**config.mk**
```make
export PLATFORM = sky130hd
export DESIGN_NAME = energy_telemetry_uart_tx
export DESIGN_NICKNAME = d
export VERILOG_FILES = /design/src/rtl/energy_telemetry_uart_tx.sv
export SDC_FILE = /design/constraint.sdc
export NUM_CORES = 1
export LEC_CHECK = 0
export ABC_AREA = 1
export ABC_CLOCK_PERIOD_IN_PS = 6600
export CAP_MARGIN = 20
export CORE_MARGIN = 2
export CORE_UTILIZATION = 40
export DETAILED_ROUTE_END_ITERATION = 10
export GPL_ROUTABILITY_DRIVEN = 0
export HOLD_SLACK_MARGIN = 0.05
export SLEW_MARGIN = 20
export SYNTH_ARGS = -nofsm -noshare
export SYNTH_HDL_FRONTEND = slang
export SYNTH_SLANG_ARGS = --single-unit
```
**constraint.sdc**
```tcl
create_clock -name clk -period 6.6 [get_ports clk]
set_clock_uncertainty 0.15 [all_clocks]
set_input_delay 1.65 -clock clk [delete_from_list [all_inputs] [get_ports clk]]
set_output_delay 1.65 -clock clk [all_outputs]
set_load 0.01 [all_outputs]
```
**src/rtl/energy_telemetry_uart_tx.sv**
```systemverilog
// energy_telemetry_uart_tx: buffers 8-bit converter samples in a small FIFO and
// sends them as packets (SYNC, seq, PKT_LEN payload bytes, checksum) on a UART pin.
// Optional build macro TELEM_PARITY_EN switches frames from 8N1 to 8E1.
module energy_telemetry_uart_tx #(
    parameter int          CLKS_PER_BIT = 4,
    parameter int          PKT_LEN      = 2,
    parameter int          FIFO_DEPTH   = 4,
    parameter logic [7:0]  SYNC_BYTE    = 8'hA5
) (
    input  logic                          clk,
    input  logic                          rst_n,
    input  logic                          ena,
    input  logic [7:0]                    sample_in,
    input  logic                          sample_valid,
    output logic                          tx,
    output logic                          busy,
    output logic                          overflow,
    output logic [$clog2(FIFO_DEPTH):0]   fifo_count
);

    localparam int AW = $clog2(FIFO_DEPTH);
    localparam int CW = (CLKS_PER_BIT > 1) ? $clog2(CLKS_PER_BIT) : 1;
    localparam int IW = $clog2(PKT_LEN + 1);
`ifdef TELEM_PARITY_EN
    localparam int FRAME_BITS = 11;
`else
    localparam int FRAME_BITS = 10;
`endif

    localparam logic [CW-1:0] CLK_LAST  = CW'(CLKS_PER_BIT - 1);
    localparam logic [3:0]    BIT_LAST  = 4'(FRAME_BITS - 1);
    localparam logic [IW-1:0] DATA_LAST = IW'(PKT_LEN - 1);
    localparam logic [AW:0]   PKT_NEED  = (AW+1)'(PKT_LEN);
    localparam logic [AW:0]   FIFO_FULL = (AW+1)'(FIFO_DEPTH);

    // Full serial frame for one byte, LSB is the first bit on the wire.
    function automatic logic [FRAME_BITS-1:0] build_frame(input logic [7:0] b);
`ifdef TELEM_PARITY_EN
        return {1'b1, ^b, b, 1'b0};
`else
        return {1'b1, b, 1'b0};
`endif
    endfunction

    typedef enum logic [2:0] {
        S_IDLE,
        S_SYNC,
        S_SEQ,
        S_DATA,
        S_CSUM
    } pkt_state_t;

    pkt_state_t state, state_next;

    // Sample FIFO
    logic [7:0]    mem [FIFO_DEPTH];
    logic [AW:0]   wr_ptr, rd_ptr;
    logic          full, push, pop, drop;
    logic [7:0]    head;

    // Byte shifter and packet bookkeeping
    logic [FRAME_BITS-1:0] sh;
    logic [FRAME_BITS-1:0] frame_next;
    logic [CW-1:0]         clk_cnt;
    logic [3:0]            bit_cnt;
    logic [IW-1:0]         data_idx;
    logic [7:0]            seq;
    logic [7:0]            csum;
    logic                  load;
    logic [7:0]            load_byte;
    logic                  byte_done;
    logic                  bit_end;

    assign fifo_count = wr_ptr - rd_ptr;
    assign full       = (fifo_count == FIFO_FULL);
    assign head       = mem[rd_ptr[AW-1:0]];
    // A full FIFO still accepts a sample if an entry leaves in the same cycle.
    assign push       = sample_valid && ena && (!full || pop);
    assign drop       = sample_valid && ena && full && !pop;

    assign bit_end    = (state != S_IDLE) && (clk_cnt == CLK_LAST);
    assign byte_done  = bit_end && (bit_cnt == BIT_LAST);
    assign frame_next = build_frame(load_byte);
    assign busy       = (state != S_IDLE);

    // Sample storage; contents need no reset because pointers gate validity.
    always_ff @(posedge clk) begin
        if (push) begin
            mem[wr_ptr[AW-1:0]] <= sample_in;
        end
    end

    // FIFO pointers (one bit wider than the address) and sticky overflow flag.
    always_ff @(posedge clk or negedge rst_n) begin
        if (!rst_n) begin
            wr_ptr   <= '0;
            rd_ptr   <= '0;
            overflow <= 1'b0;
        end else begin
            if (push) begin
                wr_ptr <= wr_ptr + (AW+1)'(1);
            end
            if (pop) begin
                rd_ptr <= rd_ptr + (AW+1)'(1);
            end
            if (drop) begin
                overflow <= 1'b1;
            end
        end
    end

    // Packet FSM state register.
    always_ff @(posedge clk or negedge rst_n) begin
        if (!rst_n) begin
            state <= S_IDLE;
        end else begin
            state <= state_next;
        end
    end

    // Packet FSM next state: picks the next byte to load at each byte boundary.
    always_comb begin
        state_next = state;
        load       = 1'b0;
        load_byte  = SYNC_BYTE;
        pop        = 1'b0;
        case (state)
            S_IDLE: begin
                if (ena && (fifo_count >= PKT_NEED)) begin
                    state_next = S_SYNC;
                    load       = 1'b1;
                    load_byte  = SYNC_BYTE;
                end
            end
            S_SYNC: begin
                if (byte_done) begin
                    state_next = S_SEQ;
                    load       = 1'b1;
                    load_byte  = seq;
                end
            end
            S_SEQ: begin
                if (byte_done) begin
                    state_next = S_DATA;
                    load       = 1'b1;
                    load_byte  = head;
                    pop        = 1'b1;
                end
            end
            S_DATA: begin
                if (byte_done) begin
                    load = 1'b1;
                    if (data_idx == DATA_LAST) begin
                        state_next = S_CSUM;
                        load_byte  = csum;
                    end else begin
                        load_byte  = head;
                        pop        = 1'b1;
                    end
                end
            end
            S_CSUM: begin
                if (byte_done) begin
                    state_next = S_IDLE;
                end
            end
            default: begin
                state_next = S_IDLE;
            end
        endcase
    end

    // Bit timing, serial output, payload index and sequence number.
    always_ff @(posedge clk or negedge rst_n) begin
        if (!rst_n) begin
            tx       <= 1'b1;
            clk_cnt  <= '0;
            bit_cnt  <= '0;
            data_idx <= '0;
            seq      <= 8'd0;
        end else begin
            if (load) begin
                tx      <= frame_next[0];
                clk_cnt <= '0;
                bit_cnt <= '0;
            end else if (state != S_IDLE) begin
                if (clk_cnt == CLK_LAST) begin
                    clk_cnt <= '0;
                    if (bit_cnt == BIT_LAST) begin
                        tx      <= 1'b1;
                        bit_cnt <= '0;
                    end else begin
                        tx      <= sh[1];
                        bit_cnt <= bit_cnt + 4'd1;
                    end
                end else begin
                    clk_cnt <= clk_cnt + CW'(1);
                end
            end else begin
                tx <= 1'b1;
            end

            if ((state == S_SEQ) && byte_done) begin
                data_idx <= '0;
            end else if ((state == S_DATA) && byte_done) begin
                data_idx <= data_idx + IW'(1);
            end

            if ((state == S_CSUM) && byte_done) begin
                seq <= seq + 8'd1;
            end
        end
    end

    // Frame shift register and running checksum (seq plus payload, mod 256).
    always_ff @(posedge clk) begin
        if (load) begin
            sh <= frame_next;
        end else if (bit_end) begin
            sh <= {1'b1, sh[FRAME_BITS-1:1]};
        end
        if ((state == S_SYNC) && byte_done) begin
            csum <= seq;
        end else if (pop) begin
            csum <= csum + head;
        end
    end

endmodule

```
==> flow_metrics.env <==
export IMPL_setup_ws_ns=2.33
export IMPL_ios=18
export IMPL_endpoint_kind="output pin"
export IMPL_slew_violations=0
export IMPL_power_density_mw_per_mm2=303
export IMPL_cp_arrival_ns=2.47
export IMPL_drc_errors=0
export IMPL_crit_path_frequent_cell="inv_1"
export IMPL_pre_cts_ws_ns=2.69
export IMPL_die_y_um=105
export IMPL_seq_area_mm2=0.00212
export IMPL_ys_ff_latch=75
export IMPL_die_area_mm2=0.0110
export IMPL_drtIter0Drc=149
export IMPL_syn_cell_area_mm2=0.00406
export IMPL_portBuffers=17
export IMPL_synth_seq_area_share=0.521
export IMPL_setup_tns_ns=0
export IMPL_netlist_instances=458
export IMPL_setup_viol=0
export IMPL_tightest_slew_ns=0.656
export IMPL_insertion_delay_ns=0.36
export IMPL_synth_warnings=0
export IMPL_final_common_cell="nand2_1"
export IMPL_synth_nets=490
export IMPL_mostFrequentLayoutCells="nand2_1, inv_1, edfxtp_1, nand3_1, dfrtp_1"
export IMPL_syn_avg_cell_area_um2=8.87
export IMPL_grt_max_degree=28
export IMPL_cts_tree="yes"
export IMPL_max_freq_mhz=234
export IMPL_hold_class="reg2reg"
export IMPL_cts_hold_buf=0
export IMPL_core_mm2=0.00982
export IMPL_critPathMaxStageDelay_ns=0.60
export IMPL_root_buffer="clkbuf_8"
export IMPL_clk_path_buf_depth=2
export IMPL_max_cap_violations=0
export IMPL_initial_core_util=0.414
export IMPL_post_route_period_util=0.647
export IMPL_final_min_clock_period_ns=4.27
export IMPL_hold_ws_ns=0.335
export IMPL_status="completed"
export IMPL_rows=36
export IMPL_clkTransAtPathRegs_ns=0.08
export IMPL_synth_cell_types=31
export IMPL_dp_hpwl_mm=6.55
export IMPL_vias_per_cell=4.88
export IMPL_multiInputGateArea_mm2=0.00169
export IMPL_ant_nets=0
export IMPL_finalNetCount=511
export IMPL_drive_gt1_frac=0.0702
export IMPL_crit_path_top_delay_cell="dfrtp_1"
export IMPL_grt_usage=0.175
export IMPL_nFillCells=964
export IMPL_firstDrtPassIters=4
export IMPL_cts_htree_levels=3
export IMPL_cp_cell_sequence="ha_1 > fa_1 > inv_1 > nand2_1 > and2_1 > inv_1 > clkdlybuf4s50_1"
export IMPL_die_w_um=105
export IMPL_cts_buffers=9
export IMPL_cp_start_kind="flop"
export IMPL_vias=3014
export IMPL_antenna_cells=0
export IMPL_wl_per_cell_um=14.0
export IMPL_leakage_uw=0.00206
export IMPL_postCtsResizedCells=0
export IMPL_cp_required_ns=4.80
export IMPL_finalHoldViolCount=0
export IMPL_wl_mm=8.61
export IMPL_area_delta_synth_final_pct=12.5
export IMPL_rsz0062_at_grt="false"
export IMPL_grt_remaining_overflow=0
export IMPL_cp_max_fo=23
export IMPL_ir_drop_uv=150
export IMPL_path_class="reg2out"
export IMPL_cts_sinks=75
export IMPL_post_cts_buffers=0
export IMPL_grt_pass1_vias=2970
export IMPL_grt_pass1_wl_mm=15.0
export IMPL_antenna_found_initial=0
export IMPL_maxSlewHeadroom=0.561
==> synth_stat cells, drive strengths merged <==
cell type	n	area [um2]
a21oi	13	65.1
and2	4	25.0
buf	2	11.3
clkbuf	6	22.5
dfrtp	26	651
dfstp	1	26.3
edfxtp	48	1440
fa	2	40.0
ha	18	225
inv	60	225
nand2	141	554
nand3	41	205
nand3b	4	30.0
nand4	21	131
nor2	29	129
nor3	3	26.3
o21ai	20	100
o21bai	3	22.5
o31ai	2	15.0
or2	2	12.5
xnor2	1	8.76
xor2	11	96.3
==> metrics by stage <==
step	cell area [um2]	utilization	total power [uW]	cells
floorplan	4060	-	906	458
global placement	4370	0.445	1030	601
detailed placement	4370	0.445	1040	601
CTS	4570	0.466	1410	617
global route	4570	0.466	1490	617
finish	4570	0.466	1390	617
==> cell families (layout without fill, tap and decap cells) <==
kind of cell | after synthesis | in the layout | synth area share
flip-flops | 75 | 75 | 0.521
adder cells (fa/ha/maj) | 20 | 20 | 0.0653
AND/OR/NAND/NOR | 245 | 245 | 0.274
XOR/XNOR | 12 | 12 | 0.0259
AO/OA/AOI/OAI | 38 | 38 | 0.0499
buffers and inverters | 68 | 94 | 0.0637
==> area by class of cell <==
type | instances | area share
tap | 133 | 0.0364
clock buffer | 10 | 0.0279
sequential | 75 | 0.463
multi-input combinational | 315 | 0.369
clock inverter | 6 | 0.0156
timing repair buffer | 18 | 0.0389
inverter | 60 | 0.0492
==> worst max-delay path: cells and delay by family, from the launching register on <==
family | cells | cell delay [ns]
fa+ha+maj | 2 | 0.68
buf+inv | 3 | 0.63
flops | 1 | 0.60
simple gates | 2 | 0.21
==> per-layer routing <==
| layer | share of wire | GRT usage |
|---|---|---|
| met4 | 0.017 | 0.0619 |
| met2 | 0.47 | 0.288 |
| met1 | 0.47 | 0.229 |
| met3 | 0.037 | 0.0368 |
| met5 | 0 | 0 |
==> flip-flops by register name (all words and copies together), names as in the netlist <==
signal / cells
overflow: 1
data_idx: 2
csum: 8
seq: 8
sh: 8
clk_cnt: 2
tx: 1
wr_ptr: 3
bit_cnt: 4
state: 3
rd_ptr: 3
mem: 32
==> power by group <==
| group | switching (uW) | internal, uW | leakage (uW) |
|---|---|---|---|
| Combinational | 255 | 144 | 0.00117 |
| Sequential | 42.6 | 587 | 0.000791 |
| Clock | 180 | 178 | 0.0000935 |
==> worst paths after layout <==
path                                  startpoint                endpoint  slack, ns  cells past startpoint
setup / recovery           rd_ptr[0]$_DFFE_PN0N_           fifo_count[2]       2.33                      7
hold / removal              overflow$_DFFE_PN0P_    overflow$_DFFE_PN0P_       0.34                      1
setup reg to reg           rd_ptr[0]$_DFFE_PN0N_  bit_cnt[3]$_DFFE_PN0P_       3.55                      8
hold reg to reg             overflow$_DFFE_PN0P_    overflow$_DFFE_PN0P_       0.34                      1
max in group asynchronous                  rst_n          tx$_DFFE_PN1P_       4.48                      2
min in group asynchronous                  rst_n  bit_cnt[0]$_DFFE_PN0P_       1.52                      2
Note: power is estimated with default switching activity, not from simulation.
